`src/rtl/convolutor_rom_reader_pkg.sv`:
```
// Shared types and constants for the ROM burst reader.
//   state_t    : controller states (IDLE, READ, DRAIN, DONE)
//   FIFO_DEPTH : entries in the output skid buffer (2)
//   FIFO_PTRW  : buffer pointer width
//   FIFO_CNTW  : buffer occupancy count width (holds 0..FIFO_DEPTH)
package convolutor_rom_reader_pkg;

  typedef enum logic [1:0] {
    IDLE  = 2'd0,
    READ  = 2'd1,
    DRAIN = 2'd2,
    DONE  = 2'd3
  } state_t;

  localparam int FIFO_DEPTH = 2;
  localparam int FIFO_PTRW  = $clog2(FIFO_DEPTH);
  localparam int FIFO_CNTW  = $clog2(FIFO_DEPTH + 1);

endpackage

```
`src/rtl/convolutor_rom_reader_fifo.sv`:
```
// Small skid buffer for returned ROM words (FIFO_DEPTH entries).
//   clk, rst : clock, async active-high reset (clears storage and pointers)
//   push     : write wdata this cycle (accepted when not full, or when popping)
//   pop      : drop the head entry this cycle (ignored when empty)
//   wdata    : word to write
//   rdata    : head entry, valid while !empty
//   full     : all entries occupied
//   empty    : no entries occupied
//   count    : current occupancy
module convolutor_rom_reader_fifo
  import convolutor_rom_reader_pkg::*;
#(
  parameter int WIDTH = 8
) (
  input  logic                 clk,
  input  logic                 rst,
  input  logic                 push,
  input  logic                 pop,
  input  logic [WIDTH-1:0]     wdata,
  output logic [WIDTH-1:0]     rdata,
  output logic                 full,
  output logic                 empty,
  output logic [FIFO_CNTW-1:0] count
);

  logic [FIFO_DEPTH-1:0][WIDTH-1:0] mem_q;
  logic [FIFO_PTRW-1:0]             wr_ptr_q, rd_ptr_q;
  logic [FIFO_CNTW-1:0]             cnt_q;
  logic                             do_push, do_pop;

  function automatic logic [FIFO_PTRW-1:0] ptr_inc(input logic [FIFO_PTRW-1:0] p);
    return (p == FIFO_PTRW'(FIFO_DEPTH - 1)) ? '0 : p + FIFO_PTRW'(1);
  endfunction

  assign empty   = (cnt_q == '0);
  assign full    = (cnt_q == FIFO_CNTW'(FIFO_DEPTH));
  assign count   = cnt_q;
  assign rdata   = mem_q[rd_ptr_q];
  assign do_pop  = pop && !empty;
  // A simultaneous pop frees the slot the push lands in.
  assign do_push = push && (!full || do_pop);

  always_ff @(posedge clk or posedge rst) begin
    if (rst) begin
      mem_q    <= '0;
      wr_ptr_q <= '0;
      rd_ptr_q <= '0;
      cnt_q    <= '0;
    end else begin
      if (do_push) begin
        mem_q[wr_ptr_q] <= wdata;
        wr_ptr_q        <= ptr_inc(wr_ptr_q);
      end
      if (do_pop) rd_ptr_q <= ptr_inc(rd_ptr_q);
      cnt_q <= cnt_q + FIFO_CNTW'(do_push) - FIFO_CNTW'(do_pop);
    end
  end

endmodule

```
`src/rtl/convolutor_rom_reader.sv`:
```
// Burst reader: streams LENGTH consecutive words (address wraps modulo DEPTH)
// out of a synchronous ROM onto a valid/ready stream.
//   clk, rst     : clock, async active-high reset (aborts any burst, no done)
//   start_i      : one-cycle burst request, honoured only while idle
//   base_addr_i  : first ROM address, sampled with start_i
//   length_i     : word count, sampled with start_i, clamped to DEPTH
//   rom_addr_o   : ROM read address (registered, holds when not issuing)
//   rom_data_i   : ROM read data, valid one cycle after the address
//   data_o       : stream data (0 when valid_o is low)
//   valid_o      : data_o holds a beat; transfers when ready_i is high
//   ready_i      : consumer accepts
//   busy_o       : high from accepted start until done_o
//   done_o       : one-cycle pulse after the final beat
// Build option: define CONVOLUTOR_ROM_READER_ZEROPAD_EN to append PAD zero
// beats after the ROM data (zero-length bursts then emit just the pad).
//
// Read pipeline: an address is registered onto rom_addr_o, the ROM returns
// data one cycle later, and that word is offered straight to the stream when
// the buffer is empty, otherwise it queues behind the buffered words. This
// gives first valid two cycles after start and one beat per cycle.
module convolutor_rom_reader
  import convolutor_rom_reader_pkg::*;
#(
  parameter  int WIDTH = 8,
  parameter  int DEPTH = 32,
  parameter  int PAD   = 4,
  localparam int ADDRW = $clog2(DEPTH)
) (
  input  logic             clk,
  input  logic             rst,
  input  logic             start_i,
  input  logic [ADDRW-1:0] base_addr_i,
  input  logic [ADDRW:0]   length_i,
  output logic [ADDRW-1:0] rom_addr_o,
  input  logic [WIDTH-1:0] rom_data_i,
  output logic [WIDTH-1:0] data_o,
  output logic             valid_o,
  input  logic             ready_i,
  output logic             busy_o,
  output logic             done_o
);

  localparam int LENW      = ADDRW + 1;
  localparam int RD_STAGES = 1;

  state_t               state_q, state_d;
  logic [ADDRW-1:0]     addr_q, addr_d, base_wrap;
  logic [LENW-1:0]      remain_q, remain_d, len_clamp;
  // [0]: address on rom_addr_o this cycle, [1]: its data on rom_data_i
  logic [RD_STAGES:0]   vld_pipe;
  logic                 issue, rom_vld, drained, room, done_q;
  logic                 pad_active, pad_done;
  logic                 fifo_push, fifo_pop, fifo_full, fifo_empty;
  logic [WIDTH-1:0]     fifo_rdata;
  logic [FIFO_CNTW-1:0] fifo_count, occ_next;

  assign base_wrap = (32'(base_addr_i) >= DEPTH) ? ADDRW'(32'(base_addr_i) - DEPTH)
                                                 : base_addr_i;
  assign len_clamp = (32'(length_i) > DEPTH) ? LENW'(DEPTH) : length_i;

  assign rom_vld = vld_pipe[RD_STAGES];

  // Returned word bypasses the buffer when it can go out this cycle.
  assign fifo_pop  = !fifo_empty && ready_i;
  assign fifo_push = rom_vld && !(fifo_empty && ready_i);

  // Credit check: buffer occupancy after this cycle plus the read whose data
  // lands next cycle must leave a slot for a new read.
  assign occ_next = fifo_count + FIFO_CNTW'(fifo_push) - FIFO_CNTW'(fifo_pop);
  assign room     = !fifo_full &&
                    ((occ_next + FIFO_CNTW'(vld_pipe[0])) < FIFO_CNTW'(FIFO_DEPTH));
  assign drained  = fifo_empty && (vld_pipe == '0);

  convolutor_rom_reader_fifo #(.WIDTH(WIDTH)) u_fifo (
    .clk   (clk),
    .rst   (rst),
    .push  (fifo_push),
    .pop   (fifo_pop),
    .wdata (rom_data_i),
    .rdata (fifo_rdata),
    .full  (fifo_full),
    .empty (fifo_empty),
    .count (fifo_count)
  );

`ifdef CONVOLUTOR_ROM_READER_ZEROPAD_EN
  localparam int PADW = $clog2(PAD + 2);
  logic [PADW-1:0] pad_q;

  // Pad beats start only once every ROM word has left the reader.
  assign pad_active = (state_q == DRAIN) && drained && (pad_q != '0);
  assign pad_done   = (pad_q == '0);

  always_ff @(posedge clk or posedge rst) begin
    if (rst)                               pad_q <= '0;
    else if (state_q == IDLE && start_i)   pad_q <= PADW'(PAD);
    else if (pad_active && ready_i)        pad_q <= pad_q - PADW'(1);
  end
`else
  assign pad_active = 1'b0;
  assign pad_done   = 1'b1;
  // PAD has no effect in this build; only its range is meaningful.
  if (PAD < 0) begin : g_pad_range
  end
`endif

  always_comb begin
    state_d  = state_q;
    addr_d   = addr_q;
    remain_d = remain_q;
    issue    = 1'b0;
    case (state_q)
      IDLE: begin
        if (start_i) begin
          if (len_clamp != '0) begin
            // First address goes out straight away; no data is buffered yet.
            state_d  = READ;
            addr_d   = base_wrap;
            remain_d = len_clamp - LENW'(1);
            issue    = 1'b1;
          end else begin
`ifdef CONVOLUTOR_ROM_READER_ZEROPAD_EN
            state_d = DRAIN;
`else
            state_d = DONE;
`endif
          end
        end
      end
      READ: begin
        if (remain_q == '0) begin
          state_d = DRAIN;
        end else if (room) begin
          issue    = 1'b1;
          addr_d   = (32'(addr_q) == DEPTH - 1) ? '0 : addr_q + ADDRW'(1);
          remain_d = remain_q - LENW'(1);
        end
      end
      DRAIN: begin
        if (drained && pad_done) state_d = DONE;
      end
      DONE:    state_d = IDLE;
      default: state_d = IDLE;
    endcase
  end

  always_ff @(posedge clk or posedge rst) begin
    if (rst) begin
      state_q  <= IDLE;
      addr_q   <= '0;
      remain_q <= '0;
      vld_pipe <= '0;
      done_q   <= 1'b0;
    end else begin
      state_q  <= state_d;
      addr_q   <= addr_d;
      remain_q <= remain_d;
      vld_pipe <= {vld_pipe[RD_STAGES-1:0], issue};
      done_q   <= (state_q == DONE);
    end
  end

  assign rom_addr_o = addr_q;
  assign valid_o    = !fifo_empty || rom_vld || pad_active;
  assign data_o     = !fifo_empty ? fifo_rdata : (rom_vld ? rom_data_i : '0);
  assign busy_o     = (state_q != IDLE);
  assign done_o     = done_q;

endmodule
```
`config.mk`:
```
export PLATFORM = sky130hd
export DESIGN_NAME = convolutor_rom_reader
export DESIGN_NICKNAME = d
export VERILOG_FILES = /design/src/rtl/convolutor_rom_reader_pkg.sv /design/src/rtl/convolutor_rom_reader_fifo.sv /design/src/rtl/convolutor_rom_reader.sv
export SDC_FILE = /design/constraint.sdc
export NUM_CORES = 1
export LEC_CHECK = 0
export BUFFER_PORTS_ARGS = -buffer_cell sky130_fd_sc_hd__buf_4
export CAP_MARGIN = 25
export CORE_MARGIN = 1
export CORE_UTILIZATION = 56
export DETAILED_ROUTE_END_ITERATION = 6
export HOLD_SLACK_MARGIN = 0.02
export MAX_ROUTING_LAYER = met4
export PLACE_DENSITY = 0.8
export SLEW_MARGIN = 20
export SYNTH_ARGS = -nofsm -noshare
export SYNTH_HDL_FRONTEND = slang
export SYNTH_SLANG_ARGS = --single-unit
```
`constraint.sdc`:
```
create_clock -name clk -period 3.4 [get_ports clk]
set_input_delay 0.17 -clock clk [delete_from_list [all_inputs] [get_ports clk]]
set_output_delay 0.17 -clock clk [all_outputs]
set_load 0.03 [all_outputs]
```
==> flow_summary.ini, run 1 <==
[finish]
final_area_sq_mm = 0.00265
antennaDiodeCount = 0
nets = 283
drive_gt1_share_pct = 30.1
area_delta_synth_final_pct = 21.3
fillCellCount = 275

[global_routing]
grt_antenna_before_repair = 0
gr-usage-all-layers_pct = 23.6
grt_pass1_wl_mm = 7.26
grt_max_degree = 37
overflow = 0
grt_pass1_vias = 1569

[floorplan]
fp-row-count = 22
initial_core_util_pct = 58.9
design.die.area_sq_mm = 0.00416
die_y_um = 64.5
die_x_um = 64.5
core_area_sq_mm = 0.00372
ios = 39

[cts]
post_cts_buffers = 0
cts_made_buffers = 5
cts_tree = yes
clkLatencyLatePin_ns = 0.29
cts.clk_slew.worst_paths_ns = 0.07
clkSinkCount = 36
htreeDepth = 2
clockBufferDepth = 2
cts-root-buf = clkbuf_8

[power_and_ir_drop]
powerDensity_mw_per_mm2 = 1080
leakagePower_nw = 1.21
ir_worst_vdd_mv = 0.635

[logic_synthesis]
syn-cell-area_sq_mm = 0.00219
yosys.area.top_type = dfrtp_1
ys.flop_type = dfrtp_1
synth_cells = 208
synth-seq-cells = 36
synthTopCellsByArea = dfrtp_1, mux2_2, ha_1
ys_warn_count = 0
synthDistinctLibCells = 50
yosysTopAreaCellShare_pct = 41.2
yosysSeqAreaShare_pct = 41.2
synth_nets = 243
avgSynthCellArea_sq_um = 10.5
async_flop_share_pct = 100
synth_edf_count = 0

[placement]
routabilityCongestion = 0.841
port_buffers = 38
dpl_cell_area_sq_mm = 0.00252
hpwl_mm = 3.10

[routing]
wl_per_cell_um = 14.7
routed_wirelength_mm = 4.36
avgViaCountPerCell = 5.73
first_iter_violations = 63
ant_nets = 0
firstDrtPassIters = 4
drc_errors = 0
num_vias = 1702

[sta]
max_slew_margin_pct = 58.1
setup_viol = 0
max_freq_mhz = 356
finalHoldViolCount = 0
skew_ns = 0.00676
rsz0062_at_grt = false
fin_crit_sh_pct = 82.6
drv_slew = 0
max_slew.worst_pin.slew_ns = 0.625
fin_setup_tns_ns = 0
fin_crit_ns = 2.81

[job]
max_cap_violations = 0

[worst_hold_path]
hp-class = in2reg

[worst_setup_path]
end_kind = flop
start_kind = flop
path_class = reg2reg
required_ns = 3.57
crit_fanout = 18
critical_path_arrival_ns = 2.98

[status]
status = complete, no violations
-- repair_timing --
| action | in CTS | in global routing |
|---|---|---|
| resized for setup | 0 | 0 |
| endpoints found under the hold margin | 36 | 0 |
| hold buffers | 1 | 0 |
-- logic make-up after synthesis --
| family | after synthesis | synth area share (%) |
|---|---|---|
| simple gates | 51 | 12.8 |
| compound gates | 50 | 16.1 |
| flops | 36 | 41.2 |
| mux | 33 | 17.0 |
| buf+inv | 20 | 3.60 |
| fa+ha+maj | 12 | 6.86 |
| xor+xnor | 6 | 2.40 |
-- layout by cell type, fill, tap and decap left out, types with 2 or more instances in the layout --
cell	n
mux2_2	15
nand2_1	9
nor3b_1	2
o211ai_1	2
o21ai_0	14
nor2_1	9
xnor2_1	2
mux2_4	4
dfrtp_1	36
inv_1	11
ha_1	12
or3_1	3
o21a_1	2
nand3_1	11
nor2b_1	2
clkbuf_8	7
o221ai_1	2
nand2b_1	2
a21oi_1	9
and3_1	3
mux2_1	3
o31ai_1	4
mux2i_1	11
xor2_1	4
nand3b_1	2
a31oi_1	2
buf_4	41
-- layer usage --
| metal | GRT usage, % | routed length, um |
|---|---|---|
| met1 | 31.8 | 2140 |
| met2 | 35.7 | 2000 |
| met5 | - | 0 |
| met3 | 5.11 | 157 |
| met4 | 7.78 | 60 |
-- final cells by class --
type	instances	area [sq um]	share of cell area, %
flip-flops and latches	36	901	33.9
repair buffers	42	318	12.0
multi-input cells	152	1210	45.5
clock buffers	7	96.3	3.63
inverters	11	41.3	1.56
clock inverters	1	30.0	1.13
well taps	48	60.1	2.26
-- synthesized netlist by cell type (all sizes together), types with 2 or more instances --
cell	count
xnor2	2
a21boi	2
o211ai	2
a21oi	11
ha	12
nor2b	2
nor2	10
nand3	11
nand2b	2
clkbuf	6
a31oi	2
nand2	9
dfrtp	36
xor2	4
or3	4
o21a	2
nand3b	2
nor3b	2
and3	3
buf	3
o21ai	15
o221ai	2
inv	11
mux2i	11
mux2	22
o31ai	4
-- metrics by stage --
step	cells	hold WS, ns	power (W)	setup WS, ns	util [%]
after floorplan	208	0.299	0.00202	0.577	-
after global placement	288	0.303	0.00242	0.750	67.7
after detailed placement	288	0.304	0.00245	0.646	67.7
after CTS	297	0.105	0.00288	0.597	71.4
after global routing	297	0.113	0.00307	0.390	71.4
final	297	0.105	0.00286	0.593	71.4
-- flip-flops by register name, indices dropped and copies added, names as in the netlist --
register,count
done_o,1
vld_pipe,2
u_fifo.count,2
remain_q,6
state_q,2
u_fifo.rd_ptr_q,1
rom_addr_o,5
u_fifo.wr_ptr_q,1
u_fifo.mem_q,16
-- path summary, 6_finish.rpt --
path	start	to	slack, ns	cells after the start
setup / recovery	u_fifo.count[1]	rom_addr_o[0]	0.59	11
hold reg to reg	vld_pipe[0]	vld_pipe[1]	0.43	0
min in group asynchronous	rst	u_fifo.count[1]	0.53	4
hold / removal	base_addr_i[3]	rom_addr_o[3]	0.10	3
setup reg to reg	u_fifo.count[1]	rom_addr_o[0]	0.59	11
max in group asynchronous	rst	remain_q[4]	2.56	4
-- power breakdown --
part	leakage, nW	total, W	switching [W]	internal [W]
logic	0.718	0.00161	0.000891	0.000723
clock network	0.0645	0.000409	0.000150	0.000259
registers	0.432	0.000842	0.000200	0.000641
-- worst max-delay path: stages (launching register included) --
cell	delay [ns]
dfrtp_1	0.47
nor2_1	0.07
buf_4	0.19
nor2b_1	0.26
ha_1	0.30
inv_1	0.06
ha_1	0.21
a21oi_1	0.16
o21a_1	0.23
o21ai_4	0.09
a21oi_4	0.31
mux2_4	0.33
Note: power is estimated with default switching activity, not from simulation.
==> run 2, diff against run 1 <==
==> constraint.sdc (replaced) <==
create_clock -name clk -period 2.9 [get_ports clk]
set_input_delay 0.145 -clock clk [delete_from_list [all_inputs] [get_ports clk]]
set_output_delay 0.145 -clock clk [all_outputs]
set_load 0.03 [all_outputs]
==> run 2 against run 1 <==
Effect of this change:
- sequential share of layout area up 0.13 points
- via count up 1.8%
- first-iteration DRC count up 95%
- non-clock buffer count up 1
- die area unchanged
- sequential power up 19%
- combinational power up 19%
- global-route usage up 1.9 points
- sequential cell count unchanged
- clock power up 7.3%
- maximum frequency up 6.7%
==> flow_summary.ini, run 2 (synthesized netlist as in run 1, its figures left out) <==
[sta]
skew_ns = 0.0120
max_freq_mhz = 380
fin_setup_tns_ns = 0
finalHoldViolCount = 0
whs_ns = 0.0431
max_slew_margin_pct = 40.8
max_slew.worst_pin.slew_ns = 0.887
setup_viol = 0
drv_slew = 0
postLayoutSetupSlackWorst_ns = 0.269
rsz0062_at_grt = false
fin_crit_ns = 2.63
fin_crit_sh_pct = 90.7

[floorplan]
initial_core_util_pct = 58.9
ios = 39
design.die.area_sq_mm = 0.00416
die_y_um = 64.5
core_area_sq_mm = 0.00372
die_x_um = 64.5
fp-row-count = 22

[finish]
nets = 284
final_common_cell = buf_4
largest_register_ffs = 16
antennaDiodeCount = 0
most-common-layout-cells = buf_4, dfrtp_1, mux2_2
fillCellCount = 294
top_register = u_fifo.mem_q
drive_gt1_share_pct = 30.8
area_delta_synth_final_pct = 20.9

[routing]
firstDrtPassIters = 5
avgViaCountPerCell = 5.81
num_vias = 1732
drc_errors = 0
first_iter_violations = 123
wl_per_cell_um = 15.2
routed_wirelength_mm = 4.52
ant_nets = 0

[cts]
cts.clk_slew.worst_paths_ns = 0.08
clkLatencyLatePin_ns = 0.29
clockBufferDepth = 2
holdBufCountCts = 0
ctsResizeCount = 0
cts_tree = yes
htreeDepth = 2
cts_made_buffers = 5
cts-root-buf = clkbuf_8
post_cts_buffers = 0
clkSinkCount = 36

[worst_hold_path]
hp-class = in2async

[placement]
port_buffers = 38
dp_slack_ns = 0.317
routabilityCongestion = 0.871
hpwl_mm = 3.28

[power_and_ir_drop]
switching_share_pct = 44.3
p_seq_share_pct = 29.7
power.switching_w = 0.00149
total_power_w = 0.00336
leakagePower_nw = 1.21
power_frac_comb_pct = 57.2
powerDensity_mw_per_mm2 = 1270
ir_worst_vdd_mv = 0.642
intPower_w = 0.00187
clkPwrFrac_pct = 13.1

[job]
max_cap_violations = 0

[global_routing]
grt_max_degree = 25
grt_pass1_vias = 1737
gr-usage-all-layers_pct = 25.5
grt_pass1_wl_mm = 7.87
overflow = 0
grt_antenna_before_repair = 0

[worst_setup_path]
start_kind = flop
worst-r2r-setup-slack_ns = 0.27
crit_fanout = 8
end_kind = flop
path_class = reg2reg
required_ns = 3.07
critical_path_arrival_ns = 2.80

[status]
status = complete, no violations
## run 2: changes by cell type in the layout (fill, tap and decap cells not counted)
cell           delta
clkinvlp_4        +1
buf_4             +2
clkbuf_8          -2
clkinv_2          +1
dlygate4sd3_1     -1
## run 2: final timing paths
check / start / to / depth (start not counted)
min in group clk: rom_data_i[2] / u_fifo.mem_q[2] / 2
max: u_fifo.count[1] / rom_addr_o[0] / 10
max reg2reg: u_fifo.count[1] / rom_addr_o[0] / 10
min reg2reg: vld_pipe[0] / vld_pipe[1] / 0
max in group asynchronous: rst / u_fifo.mem_q[14] / 3
min: rst / u_fifo.count[0] / 2
## run 2: worst max-delay path, cell delays in order (launching register included)
cell and delay [ns]:
dfrtp_1 0.47, nor2_1 0.20, nor2b_1 0.12, ha_1 0.29, inv_1 0.04, ha_1 0.26
a21oi_1 0.07, a21oi_1 0.31, o21ai_4 0.13, a21oi_4 0.29, mux2_4 0.33
## run 2: power groups by stage
stage,Clock [W],Sequential [W],Combinational (W)
CTS,0.000440,0.000994,0.00193
global placement,0,0.000989,0.00189
finish,0.000439,0.000998,0.00192
detailed placement,0,0.000996,0.00192
global route,0.000460,0.00103,0.00211
floorplan,0,0.000968,0.00140
## run 2: final cells by class
cell class,count,area [sq um],area share [%]
Tap cell,48,60.1,2.27
Clock buffer,5,68.8,2.60
Timing Repair Buffer,43,323,12.2
Inverter,11,41.3,1.56
Sequential cell,36,901,34.1
Clock inverter,3,42.5,1.61
Multi-Input combinational cell,152,1210,45.7
## run 2: routing by layer
layer	part of all wire (%)	wire (um)	track usage [%]
met1	47	2140	32.9
met2	48	2180	41.2
met3	3.0	137	4.23
met4	1.4	61	8.33
met5	0	0	-
## run 2: through the flow
step / instances / util, % / area, sq um
2_1_floorplan: 208 / - / 2190
3_3_place_gp: 290 / 68.1 / 2530
3_5_place_dp: 290 / 68.1 / 2530
4_1_cts: 298 / 71.1 / 2640
5_1_grt: 298 / 71.1 / 2640
6_report: 298 / 71.1 / 2640
